## src/rtl/laser_pkg.sv

```systemverilog
// Shared definitions for the laser-core host: frame geometry, host states,
// point type and the table-based coverage test.
package laser_pkg;

    localparam int N_POINTS  = 40;
    localparam int RADIUS_SQ = 16;
    localparam int PTR_W     = 6;

    typedef enum logic [2:0] {
        ST_IDLE   = 3'd0,
        ST_STREAM = 3'd1,
        ST_WAIT   = 3'd2,
        ST_SCORE  = 3'd3,
        ST_REPORT = 3'd4
    } host_state_e;

    typedef struct packed {
        logic [3:0] x;
        logic [3:0] y;
    } point_t;

    function automatic logic [3:0] absdiff(input logic [3:0] a, input logic [3:0] b);
        return (a >= b) ? (a - b) : (b - a);
    endfunction

    // Integer points inside radius 4: per |dx| the largest |dy| with dx^2+dy^2 <= 16.
    function automatic logic covered(input logic [3:0] px, input logic [3:0] py,
                                     input logic [3:0] cx, input logic [3:0] cy);
        logic [3:0] dx;
        logic [3:0] dy;
        logic       c;
        dx = absdiff(px, cx);
        dy = absdiff(py, cy);
        case (dx)
            4'd0:       c = (dy <= 4'd4);
            4'd1, 4'd2: c = (dy <= 4'd3);
            4'd3:       c = (dy <= 4'd2);
            4'd4:       c = (dy == 4'd0);
            default:    c = 1'b0;
        endcase
        return c;
    endfunction

endpackage

```

## src/rtl/laser_cover_check.sv

```systemverilog
// One point against two circle centres; high when either circle covers it.
module laser_cover_check
    import laser_pkg::*;
(
    input  point_t     pt_i,
    input  logic [3:0] c1x_i,
    input  logic [3:0] c1y_i,
    input  logic [3:0] c2x_i,
    input  logic [3:0] c2y_i,
    output logic       covered_o
);

    // A point inside both circles still yields a single 1.
    always_comb begin
        covered_o = covered(pt_i.x, pt_i.y, c1x_i, c1y_i)
                  | covered(pt_i.x, pt_i.y, c2x_i, c2y_i);
    end

endmodule

```

## src/rtl/laser_host.sv

```systemverilog
// Host for the 40-point laser core: frame buffer, streaming, result capture,
// independent coverage re-scoring and timeout handling.
module laser_host
    import laser_pkg::*;
#(
    parameter int TIMEOUT_CYC = 65535,
    parameter int TO_W        = 16
) (
    input  logic       CLK,
    input  logic       RST,
    input  logic       wr_en,
    input  logic [5:0] wr_addr,
    input  logic [3:0] wr_x,
    input  logic [3:0] wr_y,
    input  logic       start,
    output logic       busy,
    output logic       LRST,
    output logic [3:0] X,
    output logic [3:0] Y,
    input  logic [3:0] C1X,
    input  logic [3:0] C1Y,
    input  logic [3:0] C2X,
    input  logic [3:0] C2Y,
    input  logic       DONE,
    output logic       res_valid,
    output logic [3:0] res_c1x,
    output logic [3:0] res_c1y,
    output logic [3:0] res_c2x,
    output logic [3:0] res_c2y,
    output logic [5:0] res_score,
    output logic       res_timeout
);

    localparam logic [PTR_W-1:0] PTR_LAST = PTR_W'(N_POINTS - 1);
    localparam logic [TO_W-1:0]  TO_LAST  = TO_W'(TIMEOUT_CYC - 1);

    point_t fbuf [N_POINTS];

    host_state_e      state_q, state_d;
    logic [PTR_W-1:0] ptr_q, ptr_d, ptr_inc_s;
    logic [TO_W-1:0]  cnt_q, cnt_d;
    logic [5:0]       score_q, score_d;
    logic             lrst_q, lrst_d, busy_q, busy_d;
    logic [3:0]       x_q, x_d, y_q, y_d;
    logic             rv_q, rv_d, rto_q, rto_d;
    logic [3:0]       rc1x_q, rc1x_d, rc1y_q, rc1y_d, rc2x_q, rc2x_d, rc2y_q, rc2y_d;
    logic [5:0]       rscore_q, rscore_d;
    logic             cov_s;
    point_t           first_pt_s, next_pt_s, cur_pt_s;

    // Frame buffer: firmware writes only while idle; contents survive reset.
    always_ff @(posedge CLK) begin
        if ((state_q == ST_IDLE) && wr_en && (wr_addr < 6'(N_POINTS))) begin
            fbuf[wr_addr] <= '{x: wr_x, y: wr_y};
        end
    end

    always_comb begin
        ptr_inc_s  = ptr_q + 6'd1;
        first_pt_s = fbuf[0];
        next_pt_s  = fbuf[ptr_inc_s];
        cur_pt_s   = fbuf[ptr_q];
    end

    laser_cover_check u_cover (
        .pt_i      (cur_pt_s),
        .c1x_i     (rc1x_q),
        .c1y_i     (rc1y_q),
        .c2x_i     (rc2x_q),
        .c2y_i     (rc2y_q),
        .covered_o (cov_s)
    );

    // Next-state and datapath decode; LRST and busy follow the next state so they stay registered.
    always_comb begin
        state_d  = state_q;
        ptr_d    = ptr_q;
        cnt_d    = cnt_q;
        score_d  = score_q;
        x_d      = x_q;
        y_d      = y_q;
        rv_d     = 1'b0;
        rto_d    = rto_q;
        rc1x_d   = rc1x_q;
        rc1y_d   = rc1y_q;
        rc2x_d   = rc2x_q;
        rc2y_d   = rc2y_q;
        rscore_d = rscore_q;
        case (state_q)
            ST_IDLE: begin
                if (start) begin
                    state_d = ST_STREAM;
                    ptr_d   = '0;
                    x_d     = first_pt_s.x;
                    y_d     = first_pt_s.y;
                end else begin
                    state_d = ST_IDLE;
                end
            end
            ST_STREAM: begin
                if (ptr_q == PTR_LAST) begin
                    state_d = ST_WAIT;
                    cnt_d   = '0;
                end else begin
                    ptr_d = ptr_inc_s;
                    x_d   = next_pt_s.x;
                    y_d   = next_pt_s.y;
                end
            end
            ST_WAIT: begin
                cnt_d = cnt_q + 1'b1;
                if (DONE) begin
                    state_d = ST_SCORE;
                    rc1x_d  = C1X;
                    rc1y_d  = C1Y;
                    rc2x_d  = C2X;
                    rc2y_d  = C2Y;
                    rto_d   = 1'b0;
                    ptr_d   = '0;
                    score_d = 6'd0;
                end else if (cnt_q == TO_LAST) begin
                    state_d  = ST_REPORT;
                    rto_d    = 1'b1;
                    rc1x_d   = 4'd0;
                    rc1y_d   = 4'd0;
                    rc2x_d   = 4'd0;
                    rc2y_d   = 4'd0;
                    rscore_d = 6'd0;
                    rv_d     = 1'b1;
                end else begin
                    state_d = ST_WAIT;
                end
            end
            ST_SCORE: begin
                score_d = score_q + {5'd0, cov_s};
                if (ptr_q == PTR_LAST) begin
                    state_d  = ST_REPORT;
                    rscore_d = score_d;
                    rv_d     = 1'b1;
                end else begin
                    ptr_d = ptr_inc_s;
                end
            end
            ST_REPORT: begin
                state_d = ST_IDLE;
            end
            default: begin
                state_d = ST_IDLE;
            end
        endcase
        lrst_d = !((state_d == ST_STREAM) || (state_d == ST_WAIT));
        busy_d = (state_d != ST_IDLE);
    end

    // State and output registers with synchronous reset.
    always_ff @(posedge CLK) begin
        if (RST) begin
            state_q  <= ST_IDLE;
            ptr_q    <= '0;
            cnt_q    <= '0;
            score_q  <= 6'd0;
            lrst_q   <= 1'b1;
            busy_q   <= 1'b0;
            x_q      <= 4'd0;
            y_q      <= 4'd0;
            rv_q     <= 1'b0;
            rto_q    <= 1'b0;
            rc1x_q   <= 4'd0;
            rc1y_q   <= 4'd0;
            rc2x_q   <= 4'd0;
            rc2y_q   <= 4'd0;
            rscore_q <= 6'd0;
        end else begin
            state_q  <= state_d;
            ptr_q    <= ptr_d;
            cnt_q    <= cnt_d;
            score_q  <= score_d;
            lrst_q   <= lrst_d;
            busy_q   <= busy_d;
            x_q      <= x_d;
            y_q      <= y_d;
            rv_q     <= rv_d;
            rto_q    <= rto_d;
            rc1x_q   <= rc1x_d;
            rc1y_q   <= rc1y_d;
            rc2x_q   <= rc2x_d;
            rc2y_q   <= rc2y_d;
            rscore_q <= rscore_d;
        end
    end

    assign busy        = busy_q;
    assign LRST        = lrst_q;
    assign X           = x_q;
    assign Y           = y_q;
    assign res_valid   = rv_q;
    assign res_c1x     = rc1x_q;
    assign res_c1y     = rc1y_q;
    assign res_c2x     = rc2x_q;
    assign res_c2y     = rc2y_q;
    assign res_score   = rscore_q;
    assign res_timeout = rto_q;

endmodule

```

## config.mk

```make
export PLATFORM = sky130hd
export DESIGN_NAME = laser_host
export DESIGN_NICKNAME = d
export VERILOG_FILES = /design/src/rtl/laser_pkg.sv /design/src/rtl/laser_cover_check.sv /design/src/rtl/laser_host.sv
export SDC_FILE = /design/constraint.sdc
export NUM_CORES = 1
export LEC_CHECK = 0
export CAP_MARGIN = 20
export CORE_UTILIZATION = 55
export DETAILED_ROUTE_END_ITERATION = 8
export GPL_TIMING_DRIVEN = 0
export PLACE_DENSITY = 0.84
export SYNTH_ARGS = -nofsm -noshare
export SYNTH_HDL_FRONTEND = slang
export SYNTH_SLANG_ARGS = --single-unit
```

## constraint.sdc

```tcl
create_clock -name CLK -period 12.76 [get_ports CLK]
set_input_delay 1.276 -clock CLK [delete_from_list [all_inputs] [get_ports CLK]]
set_output_delay 1.276 -clock CLK [all_outputs]
set_load 0.05 [all_outputs]
```

==> summary.md <==
| Metric | Value |
|---|---|
| PortBufs | 67 |
| Drt total wl | 53.0 mm |
| Yosys warning count | 0 |
| Later-pin clock latency in the skew report | 0.57 ns |
| Worst-Margin Slew | 1.11 ns |
| GRT busiest layer | met2 |
| Dpl cell area | 20700 um^2 |
| Final Skew | 0.0318 ns |
| Post-DP HPWL | 37.0 mm |
| Period utilisation layout | 49.8% |
| # nets final | 1462 |
| Leakage power | 6.94 nW |
| CP endpoint kind | register |
| Die Width | 190 um |
| Syn-to-layout area delta | 14.0% |
| DIE HEIGHT | 190 um |
| Grt met2 use | 48.3% |
| Pre-CTS setup slack | 6.55 ns |
| Vias per inst | 6.96 |
| Share of layout cells above drive strength 1 | 21.4% |
| M1 GR Usage | 38.9% |
| Remaining DRCs | 0 |
| Final ANT Viol Nets | 0 |
| Post-CTS setup buffers | 0 |
| Ports | 69 |
| Die area | 36000 um^2 |
| Top_reg_cell synth | edfxtp_1 |
| Yosys top cell area share | 49.6% |
| Max Slew Vio Count | 0 |
| Antenna cells | 0 |
| Worst Hold Margin | 0.465 ns |
| Multi-input logic area | 7800 um^2 |
| Final setup TNS | 0 ns |
| Syn Std Cell Area | 19400 um^2 |
| Grt met3 use | 6.66% |
| Total GRT Usage | 30.1% |
| Post-layout min period | 6.36 ns |
| Vias in the first global route | 12800 |
| Fmax | 0.157 GHz |
| RSZ-0062 raised after global routing | false |
| CP Data Required Time | 13.23 ns |
| Post-Syn Area per Cell | 15.3 um^2 |
| Cell count after synthesis | 1270 |
| Hold-fix buffers, CTS | 0 |
| Routed via count | 13000 |
| Initial DRC count | 1841 |
| Setup violators final | 0 |
| Yosys reg bits | 391 |
| Final Cell Area | 22100 um^2 |
| Core ar. | 34600 um^2 |
| Register area | 11000 um^2 |
| First-pass GRT wire length | 79.0 mm |
| Largest net degree at the start of global routing | 41 |
| Peak supply drop | 0.127 mV |
| Hold Violations, Final | 0 |
| Synth area leaders | edfxtp_1, mux4_2, dfxtp_1, ha_1, nor2_1 |
| Initial antenna violation count | 0 |
| H-tree lvl count | 2 |
| Ys async rst share | 0% |
| Number of enable flip-flop cells after synthesis | 320 |
| Row count | 68 |
| Max-Cap Viols | 0 |
| Commonest cells in the netlist | edfxtp_1, mux4_2, nor2_1 |
| Root Driver | clkbuf_16 |
| CTS Buffer Depth | 3 |
| CTS Buf Count | 41 |
| Most common cell in the synthesized netlist | edfxtp_1 |
| Syn_nets | 1346 |
| CTS sink count | 391 |
| Remaining global-route overflow | 0 |
| Final WS setup | 6.40 ns |
| Tot Pwr | 2.79 mW |
| Slew margin rel. | 25.5% |
| Post-synthesis sequential area ratio | 56.9% |
| Post-synth top area cell | edfxtp_1 |
| Reg clk slew, reported paths | 0.07 ns |
| Yosys cell types | 62 |
| Post-cts resize count | 0 |
| Hold Path Class | register to register |
| TritonCTS clock tree | done |
| Critical Path Source Type | register |
| Outcome | complete, no violations |
| Signal arrival time at the worst endpoint | 6.83 ns |
| Initial core utilization | 56.0% |
| Cell area power density | 126 nW/um^2 |
| Max FO, Critical Path | 10 |
| Fill count | 2376 |
| Worst Path Class, Setup | register to register |
| DRT Pass-1 Iters | 8 |
| Placer congestion estimate | 0.968 |
| DR WL/cell | 28.3 um |
through the flow:
step           cells  utilization (%)
4_1_cts         1873             63.7
6_report        1874             63.8
3_3_place_gp    1792             59.5
2_1_floorplan   1270                -
3_5_place_dp    1797             59.9
5_1_grt         1874             63.8
state kept, by name (all words and copies together) (netlist names), 6 cells and up, named ones only:
name       flops
res_score      6
fbuf         320
ptr_q          6
score_q        6
cnt_q         16
logic make-up after synthesis:
| family | Yosys count | share of synthesized area (%) |
|---|---|---|
| AO/OA/AOI/OAI | 218 | 7.54 |
| XOR/XNOR | 9 | 0.407 |
| adder cells (fa/ha/maj) | 42 | 3.01 |
| buffers and inverters | 125 | 2.80 |
| flip-flops | 391 | 56.9 |
| multiplexers | 215 | 22.5 |
| AND/OR/NAND/NOR | 270 | 6.81 |
path summary, 6_finish.rpt:
check	start	endpoint	slack, ns	depth (start not counted)
worst min register to register	res_score[4]	res_score[4]	0.46	2
worst min-delay path	res_score[4]	res_score[4]	0.46	2
worst max register to register	register	res_score[5]	6.40	20
worst max-delay path	register	res_score[5]	6.40	20
critical path: stages (launching register included):
cell,delay (ns)
dfxtp_1,0.32
clkbuf_1,0.36
clkbuf_1,0.75
mux4_2,0.44
mux4_2,0.52
a22o_1,0.31
a21oi_2,0.36
inv_2,0.14
fa_1,0.47
a211oi_1,0.29
o21ai_0,0.19
mux2i_1,0.27
nor4_1,0.08
nor4bb_1,0.36
o2bb2ai_1,0.20
ha_1,0.21
nand3_1,0.18
or3_1,0.40
a21oi_1,0.20
mux2i_1,0.09
nor2_1,0.13
layer usage:
layer	routed length, um	vias up
li1	-	5358
met1	18600	6448
met2	25000	1045
met3	6460	188
met4	2870	0
met5	0	-
cell usage in the layout, fill, tap and decap left out, types with 10 or more instances in the layout:
cell type,n
o21ai_0,26
ha_1,33
nand3_1,18
a211oi_1,34
edfxtp_1,320
and2_1,12
buf_1,11
or3_1,12
clkinv_1,10
clkbuf_16,43
mux4_2,176
buf_2,29
mux2i_1,31
a21oi_1,64
clkdlybuf4s50_1,65
dfxtp_1,71
a22oi_1,23
inv_1,38
nor2b_1,10
nand2_1,47
nand4_1,12
clkbuf_1,44
nor2_1,110
layout make-up:
cell class | count | share of cell area (%)
flip-flops and latches | 391 | 50.0
plain buffers | 81 | 1.71
repair buffers | 73 | 3.73
inverters | 44 | 0.748
clock inverters | 23 | 0.890
multi-input cells | 754 | 35.3
clock buffers | 53 | 5.05
well taps | 455 | 2.58
power breakdown:
group | internal (mW) | leakage, nW | switching, mW
Sequential | 1.38 | 3.45 | 0.00540
Combinational | 0.0926 | 2.85 | 0.130
Clock | 0.666 | 0.642 | 0.512
Total | 2.14 | 6.94 | 0.647
(Power assumes the default switching activity.)
